**config.mk**
```make
export PLATFORM = sky130hd
export DESIGN_NAME = issue_scheduler
export DESIGN_NICKNAME = d
export VERILOG_FILES = /design/src/rtl/issue_scheduler_pkg.sv /design/src/rtl/mdu_tracker.sv /design/src/rtl/issue_scheduler.sv
export SDC_FILE = /design/constraint.sdc
export NUM_CORES = 1
export LEC_CHECK = 0
export ABC_CLOCK_PERIOD_IN_PS = 1450
export BUFFER_PORTS_ARGS = -buffer_cell sky130_fd_sc_hd__buf_2
export CAP_MARGIN = 20
export CORE_AREA = 4 4 47 49
export CTS_CLUSTER_SIZE = 24
export DETAILED_ROUTE_END_ITERATION = 7
export DIE_AREA = 0 0 51 53
export HOLD_SLACK_MARGIN = 0.12
export PLACE_DENSITY = 0.63
export SLEW_MARGIN = 20
export SYNTH_ARGS = -nofsm -noshare
export SYNTH_HDL_FRONTEND = slang
export SYNTH_SLANG_ARGS = --single-unit
export TNS_END_PERCENT = 20
```
**constraint.sdc**
```tcl
create_clock -name clk -period 1.45 [get_ports clk]
set_clock_uncertainty 0.15 [all_clocks]
set_input_delay 0 -clock clk [delete_from_list [all_inputs] [get_ports clk]]
set_output_delay 0 -clock clk [all_outputs]
set_load 0.02 [all_outputs]
```
**src/rtl/issue_scheduler_pkg.sv**
```systemverilog
// Shared defines for the issue stage: queue sizing, FU type/select encodings, MDU counter width.
package issue_scheduler_pkg;

    localparam int unsigned IQ_ADDR   = 4;
    localparam int unsigned MDU_CNT_W = 6;
    localparam int unsigned FU_TYPE_W = 2;
    localparam int unsigned FU_SEL_W  = 3;

    typedef enum logic [FU_TYPE_W-1:0] {FU_ALU, FU_MDU, FU_LSU, FU_BRU} fu_type_e;

    typedef enum logic [FU_SEL_W-1:0] {
        SEL_ALU0, SEL_ALU1, SEL_MDU, SEL_LSU, SEL_BRU
    } fu_sel_e;

    // Slot 1 ALU ops go to the second ALU; every other unit exists once.
    function automatic logic [FU_SEL_W-1:0] fu_to_sel(input logic [FU_TYPE_W-1:0] fu,
                                                      input logic second);
        logic [FU_SEL_W-1:0] sel;
        case (fu_type_e'(fu))
            FU_ALU:  sel = second ? SEL_ALU1 : SEL_ALU0;
            FU_MDU:  sel = SEL_MDU;
            FU_LSU:  sel = SEL_LSU;
            default: sel = SEL_BRU;
        endcase
        return sel;
    endfunction

endpackage

```
**src/rtl/mdu_tracker.sv**
```systemverilog
// MDU occupancy tracker: holds the mult/div unit for MUL_LAT or DIV_LAT cycles after a start.
module mdu_tracker
    import issue_scheduler_pkg::*;
#(
    parameter int unsigned MUL_LAT = 3,
    parameter int unsigned DIV_LAT = 32
) (
    input  logic clk,
    input  logic rst,
    input  logic start,
    input  logic is_div,
    input  logic flush,
    output logic mdu_free,
    output logic mdu_done,
    output logic mdu_busy
);

    typedef enum logic {MduIdle, MduBusy} mdu_state_e;

    // The grant cycle counts as occupancy cycle 1, hence the -1 on load.
    localparam logic [MDU_CNT_W-1:0] MulLoad = MDU_CNT_W'(MUL_LAT - 1);
    localparam logic [MDU_CNT_W-1:0] DivLoad = MDU_CNT_W'(DIV_LAT - 1);
    localparam logic [MDU_CNT_W-1:0] CntOne  = MDU_CNT_W'(1);

    mdu_state_e            state_q, state_d;
    logic [MDU_CNT_W-1:0]  cnt_q, cnt_d;

    always_ff @(posedge clk or negedge rst) begin
        if (!rst) begin
            state_q <= MduIdle;
            cnt_q   <= '0;
        end else begin
            state_q <= state_d;
            cnt_q   <= cnt_d;
        end
    end

    always_comb begin
        state_d  = state_q;
        cnt_d    = cnt_q;
        mdu_done = 1'b0;
        case (state_q)
            MduIdle: begin
                if (start) begin
                    state_d = MduBusy;
                    cnt_d   = is_div ? DivLoad : MulLoad;
                end
            end
            MduBusy: begin
                if (flush) begin
                    state_d = MduIdle;
                    cnt_d   = '0;
                end else begin
                    cnt_d = cnt_q - CntOne;
                    if (cnt_q == CntOne) begin
                        mdu_done = 1'b1;
                        state_d  = MduIdle;
                    end
                end
            end
            default: state_d = MduIdle;
        endcase
    end

    assign mdu_free = (state_q == MduIdle);
    assign mdu_busy = (state_q == MduBusy);

endmodule

```
**src/rtl/issue_scheduler.sv**
```systemverilog
// Dual-slot in-order issue scheduler with MDU and LSU occupancy tracking.
// Second-slot issue is enabled by defining DUAL_ISSUE_EN.
module issue_scheduler
    import issue_scheduler_pkg::*;
#(
    parameter int unsigned MUL_LAT = 3,
    parameter int unsigned DIV_LAT = 32
) (
    input  logic                            clk,
    input  logic                            rst,
    input  logic [IQ_ADDR-1:0]              iq_size,
    input  logic [1:0]                      slot_valid,
    input  logic [1:0][FU_TYPE_W-1:0]       slot_fu,
    input  logic [1:0]                      slot_is_div,
    input  logic [1:0]                      slot_ready,
    input  logic                            slot1_dep,
    input  logic                            flush,
    input  logic                            lsu_ack,
    output logic [1:0]                      grant,
    output logic [1:0]                      iq_pop_number,
    output logic [1:0][FU_SEL_W-1:0]        fu_sel,
    output logic                            mdu_busy,
    output logic                            mdu_done,
    output logic                            lsu_busy
);

    typedef enum logic {LsuIdle, LsuWait} lsu_state_e;

    lsu_state_e lsu_state_q, lsu_state_d;
    logic       mdu_free, lsu_free;
    logic       v0, free0;
    logic       mdu_claim0, mdu_claim1, mdu_start, mdu_is_div, lsu_claim;

    // An ack in the same cycle frees the LSU for a back-to-back request.
    assign lsu_free = (lsu_state_q == LsuIdle) || lsu_ack;

    always_comb begin
        v0 = slot_valid[0] && (iq_size != '0);
        case (fu_type_e'(slot_fu[0]))
            FU_MDU:  free0 = mdu_free;
            FU_LSU:  free0 = lsu_free;
            default: free0 = 1'b1;
        endcase
        grant[0] = !flush && v0 && slot_ready[0] && free0;
    end

`ifdef DUAL_ISSUE_EN
    logic v1, free1;

    // Single-instance units cannot be claimed twice in one cycle.
    always_comb begin
        v1 = slot_valid[1] && (iq_size > IQ_ADDR'(1));
        case (fu_type_e'(slot_fu[1]))
            FU_ALU:  free1 = 1'b1;
            FU_MDU:  free1 = mdu_free && (slot_fu[0] != FU_MDU);
            FU_LSU:  free1 = lsu_free && (slot_fu[0] != FU_LSU);
            default: free1 = (slot_fu[0] != FU_BRU);
        endcase
        grant[1] = grant[0] && v1 && slot_ready[1] && !slot1_dep && free1;
    end
`else
    logic unused_slot1;
    assign unused_slot1 = ^{slot_valid[1], slot_ready[1], slot1_dep};
    assign grant[1]     = 1'b0;
`endif

    assign iq_pop_number = {1'b0, grant[0]} + {1'b0, grant[1]};
    assign fu_sel[0]     = grant[0] ? fu_to_sel(slot_fu[0], 1'b0) : FU_SEL_W'(SEL_ALU0);
    assign fu_sel[1]     = grant[1] ? fu_to_sel(slot_fu[1], 1'b1) : FU_SEL_W'(SEL_ALU0);

    assign mdu_claim0 = grant[0] && (slot_fu[0] == FU_MDU);
    assign mdu_claim1 = grant[1] && (slot_fu[1] == FU_MDU);
    assign mdu_start  = mdu_claim0 || mdu_claim1;
    assign mdu_is_div = mdu_claim0 ? slot_is_div[0] : slot_is_div[1];
    assign lsu_claim  = (grant[0] && (slot_fu[0] == FU_LSU)) ||
                        (grant[1] && (slot_fu[1] == FU_LSU));

    mdu_tracker #(
        .MUL_LAT (MUL_LAT),
        .DIV_LAT (DIV_LAT)
    ) u_mdu_tracker (
        .clk      (clk),
        .rst      (rst),
        .start    (mdu_start),
        .is_div   (mdu_is_div),
        .flush    (flush),
        .mdu_free (mdu_free),
        .mdu_done (mdu_done),
        .mdu_busy (mdu_busy)
    );

    always_ff @(posedge clk or negedge rst) begin
        if (!rst) lsu_state_q <= LsuIdle;
        else      lsu_state_q <= lsu_state_d;
    end

    // Flush never cancels an outstanding access; only lsu_ack retires it.
    always_comb begin
        lsu_state_d = lsu_state_q;
        if (lsu_claim)                                lsu_state_d = LsuWait;
        else if (lsu_state_q == LsuWait && lsu_ack)   lsu_state_d = LsuIdle;
    end

    assign lsu_busy = (lsu_state_q == LsuWait);

endmodule

```
==> run metrics, run 1 <==
RSZ-0062 raised after global routing=yes; Rows=16; Starting DRT DRC Count=4; FMAX=0.666 GHz; setup slack, reg-to-reg=0.07 ns; RR Endpoint=u_mdu_tracker.cnt_q[0]$_DFFE_PN0P_; Storage cell area=201 um^2; Worst Reg-to-Reg Cells=4; Gate Count Post-Synth=71; antenna fix cells=0; fin nets=138; CTS max path bufs=2; Max rail drop VDD=0.450 mV; CP Max Fanout=2; Hold Path Depth=3; worst hold path class=input pin to register; largest net degree at the start of global routing=9; vias in the first global route=677; CTS tree=done; Area Growth Syn to Fin=53.5%; WL/cell=11.8 um; Hold Startpoint=slot_valid[0]; CTS root buffer=clkbuf_4; fraction of layout cells with a size suffix above 1=41.1%; setup ws final=-0.0524 ns; gr usage total=13.6%; Post-Layout Cell Count=139; critical path endpoint category=output pin; Die Y=53 um; Synthesis Warnings=0; outcome=finished, violations left; final-report max-slew violation count=0; Routed Antenna Nets=0; starting density of the core=35.4%; final WL=1640 um; # IOs=32; Port Buf Inserts=20; grt total ovfl=0; vias=667; most frequent cells in the layout=19 x buf_2, 9 x buf_4, 8 x inv_1, 8 x dlygate4sd3_1, 7 x dfrtp_1; pwr dens=1030 mW/mm^2; Multi-input gate area=443 um^2; crit path DAT=1.35 ns; worst reg2reg startpoint=u_mdu_tracker.mdu_busy$_DFF_PN0_; Pre-antenna DRT Iters=4; Post-Synthesis Cell Area=659 um^2; clk_lat worst skew=0.26 ns; Yosys top cell by area=dfrtp_1; Req. time, crit path=1.30 ns; DIE WIDTH=51 um; Hold Path End=u_mdu_tracker.mdu_busy$_DFF_PN0_; Die Footprint=0.00270 mm^2; number of max-cap violations=0; DRC Markers=0; post-synthesis cell type count=28; initial antenna violation count=0; most common cell after layout, fill and taps aside=buf_2; Setup Viol. Count Final=1; Hold Violations, Final=0; total power=1.04 mW; critical path launch point type=register; placed cell count=120; fin crit share=104%; global-route wire length before repair=2640 um; dominant cells by area after synthesis=dfrtp_1 30%, ha_1 11%, buf_4 6.8%; Leak=0.473 nW; clock slew at reported path FFs=0.06 ns; CP Class=register to output pin; clk sinks=8; WHS=0.0973 ns; Via density=4.80; failing checks=setup timing; syn avg cell area=9.29 um^2; detailed placer's ending HPWL=1150 um; Inserted Clock Buffers=3; placer's final routability congestion estimate=0.821; Fill cells=188; Synth top area share=30.4%; Core Area=0.00186 mm^2; flops & latches, synth=8; post-synthesis sequential area ratio=30.4%; fin crit period=1.50 ns; htree depth=1
## flip-flops by register name (all words and copies together), names as in the netlist
name / count
u_mdu_tracker.mdu_busy: 1
u_mdu_tracker.cnt_q: 6
lsu_busy: 1
## worst max path at each step
stage                                       startpoint                                  to  slack [ns]
floorplan             u_mdu_tracker.mdu_busy$_DFF_PN0_                           fu_sel[0]        0.02
global placement    u_mdu_tracker.cnt_q[0]$_DFFE_PN0P_  u_mdu_tracker.cnt_q[2]$_DFFE_PN0P_        0.12
detailed placement                          slot_fu[1]  u_mdu_tracker.cnt_q[0]$_DFFE_PN0P_        0.09
CTS                 u_mdu_tracker.cnt_q[0]$_DFFE_PN0P_                            mdu_done       -0.01
global route        u_mdu_tracker.cnt_q[4]$_DFFE_PN0P_                            mdu_done       -0.12
finish              u_mdu_tracker.cnt_q[4]$_DFFE_PN0P_                            mdu_done       -0.05
## cells in the mapped netlist
| cell type | number |
|---|---|
| dfrtp_1 | 8 |
| or2_2 | 1 |
| or3_4 | 1 |
| o211ai_2 | 1 |
| buf_4 | 6 |
| a211o_1 | 2 |
| o311ai_0 | 1 |
| o2bb2ai_1 | 1 |
| nor3b_1 | 2 |
| o211ai_1 | 5 |
| nor2b_1 | 3 |
| o32ai_1 | 1 |
| nor3_1 | 2 |
| nor4_4 | 1 |
| and2_1 | 1 |
| nand3_1 | 4 |
| nand3b_1 | 2 |
| nor2_1 | 3 |
| nand2b_1 | 2 |
| and3_1 | 1 |
| inv_1 | 8 |
| ha_1 | 6 |
| nand4b_1 | 1 |
| o21ai_0 | 2 |
| nand4_1 | 3 |
| conb_1 | 1 |
| o21ai_1 | 1 |
| a221oi_2 | 1 |
## report_power, final
part	switching, mW	internal, mW	total, mW
Sequential	0.0542	0.287	0.341
Combinational	0.248	0.261	0.509
Clock	0.0819	0.106	0.188
Total	0.384	0.654	1.04
## what timing repair did
action,in CTS,in global routing
hold buffers,8,1
setup endpoints to repair,6,9
endpoints found under the hold margin,16,6
gates resized for setup,10,3
pin swaps,1,2
setup buffers,5,1
## metal layers
layer | part of all wire [%] | wire length (um) | global-route usage [%] | vias up
met5 | 0 | 0 | 0 | -
met4 | 3.6 | 59 | 11.7 | 0
met3 | 6.1 | 100 | 2.82 | 6
met2 | 49 | 807 | 23.4 | 26
met1 | 41 | 673 | 13.9 | 306
li1 | - | - | - | 329
## logic make-up (layout without fill, tap and decap cells)
| kind of cell | count (synthesis) | after routing | share of synthesized area (%) |
|---|---|---|---|
| buffers and inverters | 14 | 51 | 11.4 |
| AND/OR/NAND/NOR | 27 | 27 | 27.5 |
| flip-flops | 8 | 8 | 30.4 |
| AO/OA/AOI/OAI | 15 | 15 | 18.8 |
| adder cells (fa/ha/maj) | 6 | 6 | 11.4 |
| other | 1 | 5 | 0.569 |
## worst max-delay path, stage by stage (launching register included)
cell	delay [ns]
dfrtp_1	0.40
nor3_2	0.23
and3_4	0.22
and2_4	0.13
buf_6	0.11
## layout make-up
class / instances / share of cell area, %
inverters: 8 / 2.97
repair buffers: 39 / 27.4
well taps: 27 / 3.34
multi-input cells: 53 / 43.8
flip-flops and latches: 8 / 19.9
clock buffers: 4 / 2.60
## per-stage QoR
| step | worst slack, ns | util [%] | TNS, ns | instance area (um^2) |
|---|---|---|---|---|
| after detailed placement | 0.0878 | 42.7 | 0 | 795 |
| final | -0.0524 | 54.4 | -0.0524 | 1010 |
| after floorplan | 0.0193 | - | 0 | 676 |
| after global routing | -0.122 | 54.4 | -0.480 | 1010 |
| after CTS | -0.0149 | 53.0 | -0.0149 | 987 |
| after global placement | 0.115 | 42.7 | 0 | 795 |
Note: power is estimated with default switching activity, not from simulation.
==> run 2: changes to the inputs <==
==> constraint.sdc (replaced) <==
create_clock -name clk -period 1.45 [get_ports clk]
set_clock_uncertainty 0.15 [all_clocks]
set_input_delay 0.2175 -clock clk [delete_from_list [all_inputs] [get_ports clk]]
set_output_delay 0.2175 -clock clk [all_outputs]
set_load 0.02 [all_outputs]
==> run 2 against run 1 <==
The run still ends with setup timing left; hold slack improved by 0.063 ns; register-to-register slack gained 0.04 ns; non-clock buffer count decreased by 3; combinational power down 11%; global-route usage down 0.34 points; clock power grew 5%; setup slack worse by 0.21 ns; sequential power hardly changed; first-iteration DRC count increased to 2.5 times the previous value; flip-flop and latch count unchanged; power fell by 4.6%; count of clock-buffer cells in the layout did not move; critical path type unchanged; largest cell class unchanged; largest power group unchanged.
==> run metrics, run 2 (same netlist as run 1, synthesis figures left out) <==
RSZ-0062 raised after global routing=yes; number of max-cap violations=0 (unchanged); WL/cell=11.5 um (-2.8%); placed cell count=131 (+9.2%); final-report max-slew violation count=0 (unchanged); fin nets=135 (-2.2%); post-CTS setup repair buffer count=0 (-5); placer's final routability congestion estimate=0.833 (+1.4%); CP Max Fanout=4 (+2); DIE WIDTH=51 um (unchanged); global-route wire length before repair=2620 um (-1.0%); Leak=0.464 nW (-2.0%); fin crit period=1.71 ns (+0.209 ns); clk_lat worst skew=0.27 ns (about the same); Hold Violations, Final=0 (unchanged); critical path endpoint category=output pin; starting density of the core=35.4% (unchanged); crit path DAT=1.34 ns (about the same); top register by number of flip-flops=u_mdu_tracker.cnt_q; Clk pwr share=19.9% (+1.8 points); worst reg2reg startpoint=u_mdu_tracker.cnt_q[0]$_DFFE_PN0P_; Pre-antenna DRT Iters=4 (unchanged); Flop pwr share=34.3% (+1.4 points); largest net degree at the start of global routing=9 (unchanged); fin crit share=118% (+14 points); sw frac=37.3% (+0.27 points); Routed Antenna Nets=0 (unchanged); outcome=finished, violations left; CP Class=register to output pin; Core Area=0.00186 mm^2 (unchanged); setup ws final=-0.262 ns (-0.209 ns); gr usage total=13.2% (-0.34 points); Rows=16 (unchanged); Setup Viol. Count Final=6 (+5); Storage cell area=201 um^2 (unchanged); clock slew at reported path FFs=0.07 ns (about the same); failing checks=setup timing; Multi-input gate area=433 um^2 (-2.3%); Logic pwr share=45.8% (-3.2 points); Max rail drop VDD=0.364 mV (-19%); RR Endpoint=u_mdu_tracker.cnt_q[2]$_DFFE_PN0P_; FMAX=0.584 GHz (-12%); htree depth=1 (unchanged); Core Util, Final=50.9% (-3.5 points); fraction of layout cells with a size suffix above 1=46.8% (+5.7 points); most frequent cells in the layout=20 x buf_2, 15 x buf_4, 7 x dfrtp_1; Via density=4.83 (+0.67%); Starting DRT DRC Count=10 (+6); sw power=0.369 mW (-3.9%); CTS tree=done; Power Internal=0.621 mW (-5.0%); initial antenna violation count=0 (unchanged); max reg flops=6 (unchanged); # IOs=32 (unchanged); antenna fix cells=0 (unchanged); most common cell after layout, fill and taps aside=buf_2; setup slack, reg-to-reg=0.11 ns (+0.04 ns); clk sinks=8 (unchanged); Area Growth Syn to Fin=43.6%; final WL=1560 um (-4.9%); CTS max path bufs=2 (unchanged); Inserted Clock Buffers=3 (unchanged); Port Buf Inserts=20 (unchanged); grt total ovfl=0 (unchanged); worst hold path class=input pin to asynchronous set/reset pin; DRC Markers=0 (unchanged); CTS root buffer=clkbuf_4; vias=657 (-1.5%); Worst Reg-to-Reg Cells=5 (+1); Die Footprint=0.00270 mm^2 (unchanged); Post-Layout Cell Count=136 (-2.2%); Die Y=53 um (unchanged); pwr dens=1050 mW/mm^2 (+2.0%); Req. time, crit path=1.08 ns (-0.22 ns); critical path launch point type=register; detailed placer's ending HPWL=1280 um (+12%); Fill cells=198 (+5.3%); vias in the first global route=626 (-7.5%)
==> run 2: cell types whose count changed in the layout (fill, tap and decap cells not counted), moves of 2 or more <==
cell	delta
nor3b_1	-2
dlygate4sd3_1	-7
inv_2	+2
buf_4	+6
buf_6	-2
ha_1	+2
inv_1	-2
nor3b_2	+2
==> run 2: how the worst max path moves through the flow <==
stage / start / to / slack, ns / cells after the start
5_1_grt: lsu_busy$_DFFE_PN0P_ / fu_sel[2] / -0.35 / 4
6_report: u_mdu_tracker.mdu_busy$_DFF_PN0_ / fu_sel[2] / -0.26 / 4
3_3_place_gp: slot_fu[1] / fu_sel[0] / -0.18 / 6
3_5_place_dp: slot_fu[0] / fu_sel[2] / -0.22 / 6
4_1_cts: u_mdu_tracker.mdu_busy$_DFF_PN0_ / fu_sel[2] / -0.28 / 4
2_1_floorplan: u_mdu_tracker.mdu_busy$_DFF_PN0_ / iq_pop_number[0] / -0.12 / 4
==> run 2: through the flow <==
| stage | power [mW] | instance area, um^2 | TNS, ns | hold WS, ns | worst slack (ns) |
|---|---|---|---|---|---|
| 4_1_cts | 0.994 | 947 | -1.55 | 0.164 | -0.285 |
| 6_report | 0.990 | 947 | -1.44 | 0.160 | -0.262 |
| 3_5_place_dp | 0.779 | 906 | -1.11 | -0.0742 | -0.217 |
| 5_1_grt | 1.07 | 947 | -1.89 | 0.167 | -0.348 |
| 2_1_floorplan | 0.593 | 704 | -0.178 | -0.228 | -0.121 |
| 3_3_place_gp | 0.765 | 906 | -0.917 | -0.0799 | -0.184 |
==> run 2: routing by layer <==
| layer | track usage, % | routed length, um |
|---|---|---|
| met3 | 2.82 | 110 |
| met4 | 6.73 | 27 |
| met1 | 13.7 | 607 |
| met5 | 0 | 0 |
| met2 | 24.9 | 815 |
==> run 2: what timing repair did <==
action                     CTS  global route
hold buffers                 1             0
setup endpoints to repair    6             6
gates resized for setup      1             1
hold endpoints to repair     8             0
cloned                       0             0
==> run 2: cell type report <==
class,instances,area share [%]
multi-input combinational,53,45.7
inverter,8,3.17
timing repair buffer,36,23.5
sequential,8,21.3
tap,27,3.57
clock buffer,4,2.77
==> run 2: power by group through the flow <==
stage	Combinational, mW	Sequential, mW	Clock [mW]
2_1_floorplan	0.251	0.342	0
3_3_place_gp	0.431	0.334	0
3_5_place_dp	0.444	0.335	0
4_1_cts	0.455	0.337	0.201
5_1_grt	0.502	0.346	0.220
6_report	0.454	0.339	0.198
==> run 2: critical path, cell delays in order, from the launching register on <==
cell and delay (ns):
dfrtp_2 0.38, inv_2 0.05, a221oi_4 0.38, nor3b_2 0.09, buf_2 0.17
==> run 3: changes to the inputs <==
--- a/config.mk
+++ b/config.mk
@@ -8,12 +8,12 @@
 export ABC_CLOCK_PERIOD_IN_PS = 1450
 export BUFFER_PORTS_ARGS = -buffer_cell sky130_fd_sc_hd__buf_2
 export CAP_MARGIN = 20
-export CORE_AREA = 4 4 47 49
+export CORE_AREA = 4 4 42 80
 export CTS_CLUSTER_SIZE = 24
 export DETAILED_ROUTE_END_ITERATION = 7
-export DIE_AREA = 0 0 51 53
+export DIE_AREA = 0 0 46 84
 export HOLD_SLACK_MARGIN = 0.12
-export PLACE_DENSITY = 0.63
+export PLACE_DENSITY = 0.44
 export SLEW_MARGIN = 20
 export SYNTH_ARGS = -nofsm -noshare
 export SYNTH_HDL_FRONTEND = slang
==> run 3 against run 2 <==
The flow still finishes with violations (setup timing); cell count increased by 2.9%; fmax up 2.9%; register-to-register slack got worse by 0.04 ns; non-clock buffer count up 2; via count shrank 0.30%; core utilization down 14 points; design area rose by 7.1%; clock power increased by 47%; sequential share of layout area decreased by 1.4 points; die area grew 43%; count of clock-buffer cells in the layout did not move; largest power group unchanged.
==> run metrics, run 3 (same netlist as run 1, synthesis figures left out) <==
Setup Viol. Count Final=6 (unchanged); global-route wire length before repair=3190 um (+22%); clk_lat worst skew=0.24 ns (-0.03 ns); Flop pwr share=29.7% (-4.6 points); antenna fix cells=0 (unchanged); CP Launch Point=lsu_busy$_DFFE_PN0P_; WL/cell=13.5 um (+17%); setup ws final=-0.213 ns (+0.0489 ns); number of max-cap violations=0 (unchanged); CP Class=register to output pin; Starting DRT DRC Count=9 (-1); grt total ovfl=0 (unchanged); crit path DAT=1.30 ns (-0.04 ns); sw frac=35.5% (-1.8 points); starting density of the core=23.8% (-12 points); outcome=finished, violations left; setup slack, reg-to-reg=0.07 ns (-0.04 ns); sw power=0.404 mW (+9.6%); # IOs=32 (unchanged); gr usage total=11.4% (-1.8 points); clk sinks=8 (unchanged); Core Area=0.00277 mm^2 (+49%); detailed placer's ending HPWL=1600 um (+25%); top register by number of flip-flops=u_mdu_tracker.cnt_q; Die Footprint=0.00386 mm^2 (+43%); Power Internal=0.735 mW (+18%); most frequent cells in the layout=19 x buf_4, 17 x buf_2, 7 x dfrtp_1; CTS max path bufs=2 (unchanged); CP Max Fanout=4 (unchanged); clock slew at reported path FFs=0.04 ns (-0.03 ns); DIE WIDTH=46 um (-9.8%); most common cell after layout, fill and taps aside=buf_4; Port Buf Inserts=20 (unchanged); Clk pwr share=25.5% (+5.6 points); Req. time, crit path=1.08 ns (about the same); fin nets=137 (+1.5%); failing checks=setup timing; fin crit share=115% (-3.4 points); critical path endpoint category=output pin; Logic pwr share=44.8% (-1.0 points); htree depth=1 (unchanged); setup TNS=-1.21 ns (+0.223 ns); WHS=0.139 ns (-0.0209 ns); total power=1.14 mW (+15%); Core Util, Final=36.6% (-14 points); Routed Antenna Nets=0 (unchanged); FMAX=0.601 GHz (+2.9%); worst reg2reg startpoint=u_mdu_tracker.mdu_busy$_DFF_PN0_; Area Growth Syn to Fin=53.9%; placer's final routability congestion estimate=0.671 (-19%); Max rail drop VDD=0.558 mV (+53%); CTS root buffer=clkbuf_8; vias=655 (-0.30%); vias in the first global route=709 (+13%); largest net degree at the start of global routing=9 (unchanged); critical path launch point type=register; DRC Markers=0 (unchanged); final-report max-slew violation count=0 (unchanged); final WL=1880 um (+21%); worst hold path class=input pin to register; initial antenna violation count=0 (unchanged); Rows=27 (+11); Via density=4.68 (-3.2%); pwr dens=1120 mW/mm^2 (+7.4%); Pre-antenna DRT Iters=3 (-1); CTS tree=done; Die Y=84 um (+58%); RSZ-0062 raised after global routing=yes; Leak=0.484 nW (+4.4%); fraction of layout cells with a size suffix above 1=52.3% (+5.5 points); fin crit period=1.66 ns (-0.0489 ns); Hold Startpoint=lsu_ack; dpl ws=-0.225 ns (-0.00792 ns); max reg flops=6 (unchanged); Hold Violations, Final=0 (unchanged); Inserted Clock Buffers=3 (unchanged)
-- run 3: path summary, 6_finish.rpt --
path                                                      endpoint  cells past startpoint
worst max-delay path                                     fu_sel[2]                      4
worst min-delay path                          lsu_busy$_DFFE_PN0P_                      3
worst max register to register  u_mdu_tracker.cnt_q[0]$_DFFE_PN0P_                      4
worst min register to register  u_mdu_tracker.cnt_q[5]$_DFFE_PN0P_                      2
max in group asynchronous         u_mdu_tracker.mdu_busy$_DFF_PN0_                      2
min in group asynchronous       u_mdu_tracker.cnt_q[5]$_DFFE_PN0P_                      2
-- run 3: metal layers --
metal  vias up  track usage (%)  wire [um]  part of all wire [%]
met5         -                0          0                     0
met4         0             5.44         40                   2.1
met3         4             1.94         62                   3.3
met2        14             22.0       1190                    63
met1       310             10.1        592                    31
li1        327                -          -                     -
-- run 3: stage by stage --
stage | instance area, um^2 | instances
global placement | 916 | 134
global route | 1010 | 140
finish | 1010 | 140
detailed placement | 916 | 134
floorplan | 704 | 75
CTS | 1000 | 140
-- run 3: power groups by stage --
| stage | Combinational (mW) | Sequential (mW) | Clock [mW] |
|---|---|---|---|
| after global placement | 0.447 | 0.342 | 0 |
| after detailed placement | 0.461 | 0.344 | 0 |
| final | 0.510 | 0.338 | 0.291 |
| after global routing | 0.568 | 0.346 | 0.309 |
| after floorplan | 0.251 | 0.342 | 0 |
| after CTS | 0.503 | 0.340 | 0.292 |
-- run 3: cell type report --
| type | count | area (um^2) |
|---|---|---|
| inverters | 8 | 30.0 |
| flip-flops and latches | 8 | 201 |
| repair buffers | 38 | 249 |
| clock buffers | 4 | 45.0 |
| multi-input cells | 53 | 453 |
| well taps | 29 | 36.3 |
| fillers | 306 | 1760 |
-- run 3: critical path, cell delays in order, from the launching register on --
cell and delay [ns]:
dfrtp_1 0.38, nand2b_4 0.08, a221oi_4 0.37, nor3b_2 0.08, buf_4 0.16
-- run 3: repair_timing --
item | in CTS | in global routing
hold buffers | 1 | 0
pin swaps | 1 | 4
setup endpoints to repair | 6 | 7
hold endpoints to repair | 8 | 0
gates cloned | 0 | 0
gates resized for setup | 7 | 5
setup buffers | 1 | 0
